[src/rtl/loader_pkg.sv]
// Shared definitions for the boot-time instruction memory loader:
// state encoding, word geometry and a small state-classification helper.
package loader_pkg;

    typedef enum logic [2:0] {
        S_LEN_LO = 3'd0,
        S_LEN_HI = 3'd1,
        S_DATA   = 3'd2,
        S_WRITE  = 3'd3,
        S_CHK    = 3'd4,
        S_DONE   = 3'd5,
        S_ERROR  = 3'd6
    } state_t;

    localparam int BYTES_PER_WORD = 4;
    localparam int WORD_SHIFT     = 2;

    // States in which the loader is willing to take a stream byte.
    function automatic logic is_rx_state(input state_t s);
        logic rx;
        case (s)
            S_LEN_LO, S_LEN_HI, S_DATA, S_CHK: rx = 1'b1;
            default:                           rx = 1'b0;
        endcase
        return rx;
    endfunction

endpackage

[src/rtl/inst_mem_loader_word_assembler.sv]
// Little-endian byte-to-word assembler. o_word already includes the byte being
// loaded, so the caller can capture the finished word on the same edge as o_word_full.
module word_assembler
    import loader_pkg::*;
(
    input  logic        clock,
    input  logic        reset,
    input  logic [7:0]  i_byte,
    input  logic        i_load,
    output logic [31:0] o_word,
    output logic        o_word_full
);

    logic [23:0] r_word;
    logic [1:0]  r_idx;

    // Shift register and byte index; the index wraps after the fourth byte.
    always_ff @(posedge clock or posedge reset) begin
        if (reset) begin
            r_word <= 24'h000000;
            r_idx  <= 2'd0;
        end else if (i_load) begin
            r_word <= {i_byte, r_word[23:8]};
            r_idx  <= r_idx + 2'd1;
        end
    end

    assign o_word      = {i_byte, r_word};
    assign o_word_full = i_load && (r_idx == 2'(BYTES_PER_WORD - 1));

endmodule

[src/rtl/inst_mem_loader.sv]
// Boot loader: framed byte stream -> instruction memory writes, holding the core in
// reset until the image is in. Define LOADER_CHECKSUM_EN to add the trailing XOR check.
module inst_mem_loader
    import loader_pkg::*;
#(
    parameter int unsigned        MAX_WORDS = 256,
    parameter int unsigned        ADDR_W    = 32,
    parameter logic [ADDR_W-1:0]  BASE_ADDR = '0
) (
    input  logic              clock,
    input  logic              reset,
    input  logic [7:0]        rx_data,
    input  logic              rx_valid,
    output logic              rx_ready,
    output logic              mem_we,
    output logic [ADDR_W-1:0] mem_addr,
    output logic [31:0]       mem_wdata,
    output logic              cpu_reset,
    output logic              load_done,
    output logic              load_error,
    output logic [15:0]       word_count
);

`ifdef LOADER_CHECKSUM_EN
    localparam state_t S_AFTER_DATA = S_CHK;
`else
    localparam state_t S_AFTER_DATA = S_DONE;
`endif

    state_t            r_state, w_state_next;
    logic [7:0]        r_len_lo;
    logic [15:0]       r_len;
    logic [15:0]       r_word_count;
    logic              r_rx_ready, r_mem_we, r_cpu_reset, r_load_done, r_load_error;
    logic [ADDR_W-1:0] r_mem_addr;
    logic [31:0]       r_mem_wdata;
    logic              w_xfer, w_asm_load, w_word_full, w_last;
    logic [15:0]       w_len;
    logic [31:0]       w_word;

    assign w_xfer     = rx_valid && r_rx_ready;
    assign w_len      = {rx_data, r_len_lo};
    assign w_asm_load = w_xfer && (r_state == S_DATA);
    assign w_last     = (r_word_count + 16'd1) == r_len;

    word_assembler u_asm (
        .clock       (clock),
        .reset       (reset),
        .i_byte      (rx_data),
        .i_load      (w_asm_load),
        .o_word      (w_word),
        .o_word_full (w_word_full)
    );

`ifdef LOADER_CHECKSUM_EN
    logic [7:0] r_chk;

    // Running XOR over the length bytes and every data byte.
    always_ff @(posedge clock or posedge reset) begin
        if (reset) begin
            r_chk <= 8'h00;
        end else if (w_xfer && (r_state == S_LEN_LO || r_state == S_LEN_HI || r_state == S_DATA)) begin
            r_chk <= r_chk ^ rx_data;
        end
    end
`endif

    // State register.
    always_ff @(posedge clock or posedge reset) begin
        if (reset) begin
            r_state <= S_LEN_LO;
        end else begin
            r_state <= w_state_next;
        end
    end

    // Next-state logic; unknown encodings fall into the error trap.
    always_comb begin
        w_state_next = r_state;
        case (r_state)
            S_LEN_LO: begin
                if (w_xfer) w_state_next = S_LEN_HI;
                else        w_state_next = S_LEN_LO;
            end
            S_LEN_HI: begin
                if (!w_xfer)                         w_state_next = S_LEN_HI;
                else if (32'(w_len) > 32'(MAX_WORDS)) w_state_next = S_ERROR;
                else if (w_len == 16'd0)             w_state_next = S_AFTER_DATA;
                else                                 w_state_next = S_DATA;
            end
            S_DATA: begin
                if (w_word_full) w_state_next = S_WRITE;
                else             w_state_next = S_DATA;
            end
            S_WRITE: begin
                if (w_last) w_state_next = S_AFTER_DATA;
                else        w_state_next = S_DATA;
            end
            S_CHK: begin
`ifdef LOADER_CHECKSUM_EN
                if (!w_xfer)              w_state_next = S_CHK;
                else if (rx_data == r_chk) w_state_next = S_DONE;
                else                      w_state_next = S_ERROR;
`else
                w_state_next = S_ERROR;
`endif
            end
            S_DONE:  w_state_next = S_DONE;
            S_ERROR: w_state_next = S_ERROR;
            default: w_state_next = S_ERROR;
        endcase
    end

    // Length capture, word counter and memory write port.
    always_ff @(posedge clock or posedge reset) begin
        if (reset) begin
            r_len_lo     <= 8'h00;
            r_len        <= 16'h0000;
            r_word_count <= 16'h0000;
            r_mem_we     <= 1'b0;
            r_mem_addr   <= BASE_ADDR;
            r_mem_wdata  <= 32'h00000000;
        end else begin
            if (w_xfer && r_state == S_LEN_LO) r_len_lo <= rx_data;
            if (w_xfer && r_state == S_LEN_HI) r_len <= w_len;
            if (r_state == S_WRITE) r_word_count <= r_word_count + 16'd1;
            r_mem_we <= (w_state_next == S_WRITE);
            if (w_word_full) begin
                r_mem_addr  <= BASE_ADDR + (ADDR_W'(r_word_count) << WORD_SHIFT);
                r_mem_wdata <= w_word;
            end
        end
    end

    // Status outputs lag the terminal state by one cycle; done/error are sticky.
    always_ff @(posedge clock or posedge reset) begin
        if (reset) begin
            r_rx_ready   <= 1'b0;
            r_cpu_reset  <= 1'b1;
            r_load_done  <= 1'b0;
            r_load_error <= 1'b0;
        end else begin
            r_rx_ready   <= is_rx_state(w_state_next);
            r_cpu_reset  <= r_cpu_reset && (r_state != S_DONE);
            r_load_done  <= r_load_done || (r_state == S_DONE);
            r_load_error <= r_load_error || (r_state == S_ERROR);
        end
    end

    assign rx_ready   = r_rx_ready;
    assign mem_we     = r_mem_we;
    assign mem_addr   = r_mem_addr;
    assign mem_wdata  = r_mem_wdata;
    assign cpu_reset  = r_cpu_reset;
    assign load_done  = r_load_done;
    assign load_error = r_load_error;
    assign word_count = r_word_count;

endmodule

[config.mk]
export PLATFORM = sky130hd
export DESIGN_NAME = inst_mem_loader
export DESIGN_NICKNAME = d
export VERILOG_FILES = /design/src/rtl/loader_pkg.sv /design/src/rtl/inst_mem_loader_word_assembler.sv /design/src/rtl/inst_mem_loader.sv
export SDC_FILE = /design/constraint.sdc
export NUM_CORES = 1
export LEC_CHECK = 0
export BUFFER_PORTS_ARGS = -buffer_cell sky130_fd_sc_hd__buf_4
export CORE_ASPECT_RATIO = 0.6
export CORE_MARGIN = 1.5
export CORE_UTILIZATION = 45
export DETAILED_ROUTE_END_ITERATION = 7
export PLACE_DENSITY_LB_ADDON = 0.2
export REMOVE_ABC_BUFFERS = 1
export SYNTH_ARGS = -nofsm -noshare
export SYNTH_HDL_FRONTEND = slang
export SYNTH_SLANG_ARGS = --single-unit
[constraint.sdc]
create_clock -name clock -period 3.75 [get_ports clock]
set_input_delay 0.5625 -clock clock [delete_from_list [all_inputs] [get_ports clock]]
set_output_delay 0.5625 -clock clock [all_outputs]
set_load 0.01 [all_outputs]
[Yosys cells after proc, flatten, opt, wreduce, memory -nomap -nowiden]
Index checks and enable logic that the tools add are counted.
Word-level totals
  register bits: 122
  input bits: 11
Operators by class
  $add $sub $neg: 2
  order comparisons: 1
  eq/ne operators: 12
  muxes and demuxes: 8
  reduce and logical (&&, ||, !) cells: 12
Operators by type and width (number)
  adder 16 x 1 -> 16 bit (second input constant): 1
  == test 16 bit: 1
  greater-than comparator 16 x 9 -> 1 bit (second input constant): 1
  zero test 16 bit: 1
  case mux 3 bit (5 select lines): 1
  == test 3 x 2 -> 1 bit (second input constant): 4
  two-way mux 3 bit: 4
  == test 3 bit (second input constant): 3
  == test 3 x 1 -> 1 bit (second input constant): 2
  logical AND 1 bit: 6
  zero test 3 bit: 2
  OR reduction 4 bit: 1
  two-way mux 1 bit: 3
  inequality test 3 bit (second input constant): 1
  adder 2 x 1 -> 2 bit (second input constant): 1
  == test 2 bit (second input constant): 1
  logical OR 1 bit: 2

[Logic depth before layout (Yosys ltp)]
Gate-level depths: netlist (run 1).
  depth after elaboration: 8
  mapped depth: 8

[Modules after synthesis]
From an unflattened synthesis (run 1), not the netlist that was laid out.
Unflattened totals
  cell total of the unflattened synthesis: 404
  area, all modules: 5470.2 sq um
By module, submodules not included
  inst_mem_loader: times used 1, cells each 338, area each 4327.9 sq um
  word_assembler: times used 1, cells each 66, area each 1142.3 sq um

[Least setup slack after synthesis (run 1)]
OpenSTA, ideal clock, no wires.
  path type: register to register
  start: register r_word_count[0] (netlist: word_count[0])
  end: register r_rx_ready (netlist: rx_ready)
  arrival: 2.195 ns
  data required time: 3.630 ns
  setup slack: 1.435 ns
  cell stages (with the launch flop): 8
  buffers on the path: 0
  period minus slack after synthesis: 2.315 ns
  cells stage by stage: dfrtp_1 ha_1 nand3_1 or4_1 a31oi_1 a21oi_1 or4_4 and3_1
Between the ends
  longest elaborated chain between the ends: 7
RTL lines
  start, declared: RTL line inst_mem_loader.sv:33  | logic [15:0] r_word_count;
  start signal, assigned: RTL line inst_mem_loader.sv:126  | if (r_state == S_WRITE) r_word_count <= r_word_count + 16'd1;
  adder 16 x 1 -> 16 bit (*): RTL line inst_mem_loader.sv:44  | assign w_last = (r_word_count + 16'd1) == r_len;
  == test 16 bit (*): RTL line inst_mem_loader.sv:44
  two-way mux 3 bit (*): RTL line inst_mem_loader.sv:96  | if (w_last) w_state_next = S_AFTER_DATA;
  case mux 3 bit (5 select lines) (*): RTL line inst_mem_loader.sv:80  | case (r_state)
  == test 3 x 1 -> 1 bit (tied with other cells): RTL line loader_pkg.sv:21  | case (s)
  OR reduction 4 bit (*): RTL line loader_pkg.sv:21
  two-way mux 1 bit (*): RTL line loader_pkg.sv:21
  end signal, assigned: RTL line inst_mem_loader.sv:143  | r_rx_ready <= is_rx_state(w_state_next);
  end, declared: RTL line inst_mem_loader.sv:34  | logic r_rx_ready, r_mem_we, r_cpu_reset, r_load_done, r_load_error;
Mark *: on every way between the ends. The rest lies on a longest branch, timed or not.
A chain may end at the register's enable or synchronous reset.

[Worst setup path in the final report (run 1)]
  start: register r_word_count[7] (netlist: word_count[7])
  end: register r_rx_ready (netlist: rx_ready)
The elaborated chain is that of the path after synthesis.

==> results of run 1 <==
## layer usage
metal	track usage, %	part of all wire (%)	routed length [microns]	vias to the layer above
li1	-	-	-	1796
met1	28.6	51	5860	1859
met2	28.1	43	4920	99
met3	5.69	5.2	599	11
met4	6.06	0.66	76	0
met5	0	0	0	-
## worst max-delay path by stage
stage / from / endpoint / slack (ps) / cells after the start
floorplan: reset / load_done / -50 / 1
global placement: word_count[7] / rx_ready / 1320 / 6
detailed placement: word_count[7] / rx_ready / 1170 / 6
CTS: word_count[7] / rx_ready / 1170 / 6
global route: word_count[7] / rx_ready / 910 / 6
finish: word_count[7] / rx_ready / 1130 / 6
## power by group
group | total [uW] | switching [uW] | internal, uW
registers | 1320 | 0 | 1320
logic | 51.9 | 41.7 | 10.2
clock network | 1600 | 590 | 1010
## cells in the mapped netlist, types with 7 or more instances
| cell | count | area share (%) |
|---|---|---|
| buf_4 | 17 | 2.4 |
| clkbuf_1 | 12 | 0.84 |
| dfrtp_1 | 121 | 56 |
| inv_1 | 7 | 0.49 |
| mux2_2 | 49 | 10 |
| nand2_1 | 153 | 11 |
| nand3_1 | 9 | 0.84 |
| nor2_1 | 11 | 0.77 |
| nor3_1 | 7 | 0.65 |
| nor4_1 | 7 | 0.81 |
| o21ai_0 | 10 | 0.93 |
| xnor2_1 | 20 | 3.2 |
| xor2_1 | 16 | 2.6 |
## registers in the layout, summed over array words and instances, names as in the netlist, 2 cells and up
signal	flops
r_state	3
r_len	16
r_len_lo	8
u_asm.r_idx	2
word_count	16
mem_addr	16
u_asm.r_word	24
mem_wdata	32
## worst max-delay path, stage by stage (launching register included)
cell      delay (ps)
dfrtp_1          620
nand4_1          380
nor4_1           430
xnor2_1          160
o221ai_1         140
or4_4            580
and3_1           200
## kinds of logic (layout without fill, tap and decap cells)
family	Yosys count	count (layout)	share of synthesized area, %
and+or+nand+nor	215	215	17.7
DFF	122	122	56.6
buffers and inverters	51	122	5.43
muxes	49	49	10.2
xor gates and xnor gates	36	36	5.85
AOI/OAI and AO/OA	30	30	3.67
adders and majority gates	2	2	0.464
other	1	16	0.0695
## final cells by class
class | instances | share of cell area (%)
clock inverter | 11 | 1.84
tap | 160 | 3.03
multi-input combinational | 348 | 31.9
sequential | 122 | 46.2
inverter | 8 | 0.493
timing repair buffer | 82 | 9.51
clock buffer | 21 | 6.97
## stage by stage
stage	hold slack, ps	total power (uW)	setup slack, ps
2_1_floorplan	433	1370	-53.4
3_3_place_gp	450	1390	1320
3_5_place_dp	455	1390	1170
4_1_cts	266	3000	1170
5_1_grt	290	3070	908
6_report	246	2970	1130
==> results.md, run 1 <==
- Status: complete, no violations
- Cell Rows: 30
- DP Area: 6020 sq um
- Post-DRT Antenna Nets: 0
- Vias in the first global route: 3615
- Final hold violation count: 0
- Remaining DRCs: 0
- Final WL: 11500 microns
- # clock sinks: 122
- Worst Path Max Fanout: 15
- EDFF count, synth: 0
- Io pins: 96
- 1st-iter DRT viols: 186
- Avg Cell Area, Syn: 10.7 sq um
- Most frequent cells in the layout: nand2_1, dfrtp_1, buf_4, mux2_2, xnor2_1
- Worst relative slew slack: 19.5%
- N_diodes: 0
- Total gr overflow: 0
- Synth Cell Area: 5390 sq um
- Maxcap violations: 0
- Die Ht: 87.8 microns
- Die Area: 12700 sq um
- PortBufs: 79
- RSZ-0062 raised after global routing: no
- Global-route wire length before repair: 18800 microns
- # fillers: 1014
- Worst-path clk slew: 50 ps
- Fin crit period: 2620 ps
- Largest net degree at the start of global routing: 73
- Area of the multi-input gates: 2110 sq um
- Arr. time, crit path: 2920 ps
- Worst R2R Path Depth: 6
- Post-Syn Instances: 506
- Routed len/inst: 15.2 microns
- Synth warnings: 0
- Layout cells sized above 1: 29.1%
- Yosys reg bits: 122
- Critical path data required time: 4040 ps
- Reg2reg setup slack: 1130 ps
- PostCTS Resize Cnt: 0
- RR Endpoint: rx_ready
- Setup TNS: 0 ps
- Ys async rst share: 100%
- Clk buf depth: 2
- Static leakage: 0.00352 uW
- Commonest non-fill, non-tap cell in the layout: nand2_1
- Area taken by flip-flops and latches: 3050 sq um
- RR Startpoint: word_count[7]
- Core area: 11500 sq um
- Clock latency on the worst-skew pair: 410 ps
- Highest Clock Rate: 381 MHz
- Period Utilization, post-route: 69.9%
- Die X: 144 microns
- Routed vias: 3765
- Finish-stage setup viols: 0
- Sequential fraction of the synthesis area: 56.6%
- Final nets: 592
- Setup Skew: 6.00 ps
- Final core utilization: 57.5%
- Pwr dens: 450 nW/um^2
- Area Growth Syn to Fin: 22.5%
- Clock tree from TritonCTS: done
- CP Launch Type: flop
- Worst setup EP type: flop
- Antenna violations before repair: 0
- Clock root cell: clkbuf_16
- Via/cell ratio: 5.01
- Post-CTS Repair Setup Buffers: 0
- Worst Tran Pin Value: 1200 ps
- Design area: 6610 sq um
- Layout Cells excl Fill: 752
- Cts bufs inserted: 17
- Routability congestion estimate: 0.961
- Worst vdd ir: 0.000326 V
- GR Util All Layers: 19.6%
- Initial Util: 47.0%
- Pre-antenna DRT Iters: 7
- Pins Over Slew Limit: 0
- CTS H-Tree Depth: 4
- Hold WC Path Type: in -> async
- Distinct cells, synth: 47
- Hold Buf Count CTS: 0
- HPWL after detailed placement: 7550 microns
- Placed insts: 720
- Critical path class: reg -> reg
- Main synth FF type: dfrtp_1
Note: power is estimated with default switching activity, not from simulation.
==> run 2, diff against run 1 <==
Settings changed: ABC_AREA from default to 1.
Clock period 3.75 ns to 2.7 ns, I/O delays scaled along.
==> results.md, run 2 <==
- Status: complete, no violations
- PortBufs: 79
- Critical path data required time: 3000 ps
- Grt met1 use: 31.5%
- Antenna violations before repair: 0
- PostCTS Resize Cnt: 0
- Post-synth top area cell: dfrtp_1
- Hold Startpoint: rx_data[3]
- Worst Tran Pin Value: 612 ps
- Pre-antenna DRT Iters: 5
- Avg Cell Area, Syn: 8.49 sq um
- Clock latency on the worst-skew pair: 410 ps
- 1st-iter DRT viols: 400
- Commonest non-fill, non-tap cell in the layout: nand2_1
- Critical path class: reg -> reg
- # fillers: 1063
- Slowest cell on crit path: dfrtp_1
- Worst-path clk slew: 60 ps
- Initial Util: 45.9%
- Met2 usage: 31.1%
- Layout Cells excl Fill: 908
- Reg2reg setup slack: 570 ps
- Routability congestion estimate: 0.895
- Worst path most repeated cell: nand2_1
- Crit-path leading delay family: simple AND/OR/NAND/NOR gates
- RSZ-0062 raised after global routing: no
- Die Area: 12900 sq um
- Via/cell ratio: 5.06
- Final hold violation count: 0
- Synth warnings: 0
- Most frequent cell after synthesis: nand2_1
- Distinct cells, synth: 32
- Worst Path Max Fanout: 8
- Post-DRT Antenna Nets: 0
- Area Growth Syn to Fin: 25.3%
- Main synth FF type: dfrtp_1
- CP Launch Type: flop
- Static leakage: 0.00350 uW
- Layout cells sized above 1: 18.3%
- GR Util All Layers: 21.7%
- Io pins: 96
- Worst Setup EP: rx_ready
- Finish-stage setup viols: 0
- GR Layer Usage met3: 6.13%
- Clk buf depth: 2
- Core area: 12000 sq um
- Global-route wire length before repair: 21400 microns
- Final core utilization: 57.5%
- CTS H-Tree Depth: 4
- # clock sinks: 122
- Arr. time, crit path: 2430 ps
- Synth Cell Area: 5500 sq um
- Top cells by area, synth: dfrtp_1, nand2_1, o21ai_0
- Largest register FFs: 32
- Pre-CTS setup slack: 608 ps
- Setup Skew: 7.40 ps
- Final setup margin: 571 ps
- Worst relative slew slack: 59.1%
- Post-synth top cells: nand2_1, dfrtp_1, o21ai_0, inv_1, nand3_1
- Die Ht: 88.7 microns
- Share of the synthesized area in the top cell type: 55.0%
- Clock tree from TritonCTS: done
- Period Utilization, post-route: 78.9%
- Post-Syn Instances: 648
- RR Endpoint: rx_ready
- Cts bufs inserted: 17
- Worst setup EP type: flop
- Crit. Startpoint: word_count[0]
- Pins Over Slew Limit: 0
- Fin crit period: 2130 ps
- Highest Clock Rate: 470 MHz
- Worst R2R Path Depth: 12
- Most frequent cells in the layout: nand2_1, dfrtp_1, o21ai_0, buf_4, inv_1
- Placed insts: 876
- RR Startpoint: word_count[0]
- Pwr dens: 638 nW/um^2
- Critical path, cell by cell: ha_1, nand2_1, nor2_4, nand4_1, nand3_1, nand2_1, nor2_1, nand2_1, nor2_2, nand3_2, nand2_2, nor2_1
- Total gr overflow: 0
- Cell Rows: 31
- EDFF count, synth: 0
- Hold WC Path Type: in -> reg
- N_diodes: 0
- Largest net degree at the start of global routing: 82
- Worst vdd ir: 0.000462 V
- Routed vias: 4598
- Final WL: 13200 microns
- Die X: 146 microns
- Ys async rst share: 100%
- Final nets: 744
- Clock root cell: clkbuf_16
- Worst path bufs/invs: 0
- Top Usage Layer GRT: met1
- Yosys reg bits: 122
- Routed len/inst: 14.6 microns
- Vias in the first global route: 4379
- CP peak stage delay: 460 ps
- Remaining DRCs: 0
- Sequential fraction of the synthesis area: 55.5%
- Maxcap violations: 0
- HPWL after detailed placement: 9160 microns
- CP Depth: 12
[run 2: cell count changes after synthesis, sizes merged, moves of 10 or more]
cell / before / now
xor2: 16 / 3
o21ai: 10 / 113
nand4: 5 / 15
nand3: 10 / 49
nand2: 153 / 185
xnor2: 20 / 0
nor2: 11 / 27
mux2: 49 / 1
inv: 8 / 80
[run 2: layout make-up]
class | count | area [sq um] | area share, %
flip-flops and latches | 122 | 3050 | 44.3
multi-input cells | 422 | 2000 | 29.1
repair buffers | 87 | 681 | 9.87
clock buffers | 24 | 482 | 6.99
inverters | 81 | 307 | 4.45
well taps | 165 | 206 | 2.99
clock inverters | 7 | 163 | 2.36
[run 2: worst min-delay path by stage]
stage,slack (ps),depth (start not counted),end
after CTS,230,3,u_asm.r_word[19]
after floorplan,450,1,u_asm.r_idx[0]
after global placement,300,2,mem_wdata[6]
final,230,3,r_len[11]
after global routing,240,3,u_asm.r_word[23]
after detailed placement,310,2,mem_wdata[7]
[run 2: metal layers]
metal	routed length (microns)	up-vias	part of all wire, %
met5	0	-	0
met4	185	0	1.4
met3	1020	26	7.7
met2	5560	182	42
met1	6460	2179	49
li1	-	2211	-
[run 2: metrics by stage]
| step | setup TNS, ps | total power (uW) | hold slack [ps] | cell area [sq um] |
|---|---|---|---|---|
| after floorplan | -181570 | 1900 | 448 | 5350 |
| after global placement | 0 | 1940 | 303 | 6240 |
| after detailed placement | 0 | 1940 | 306 | 6240 |
| after CTS | 0 | 4440 | 226 | 6900 |
| after global routing | 0 | 4530 | 244 | 6900 |
| final | 0 | 4400 | 229 | 6900 |
[run 2: timing repair]
item,4_1_cts,5_1_grt
buffers inserted,0,0
hold buffers,1,0
endpoints found under the hold margin,6,0
[run 2: worst min-delay path: stages]
cell and delay [ps]:
buf_4 100, nand2_1 40, o21ai_0 50
[run 2: cell families after synthesis]
group / Yosys count / synth area share, %
mux: 1 / 0.205
xor+xnor: 4 / 0.887
flops: 122 / 55.5
fa+ha+maj: 2 / 0.455
simple gates: 282 / 22.8
other cells: 1 / 0.0681
buf+inv: 119 / 9.37
compound gates: 117 / 10.7
[run 2: report_power, final]
group          switching, uW  internal, uW
Clock                    783          1700
Sequential                 0          1830
Combinational           61.7          16.1
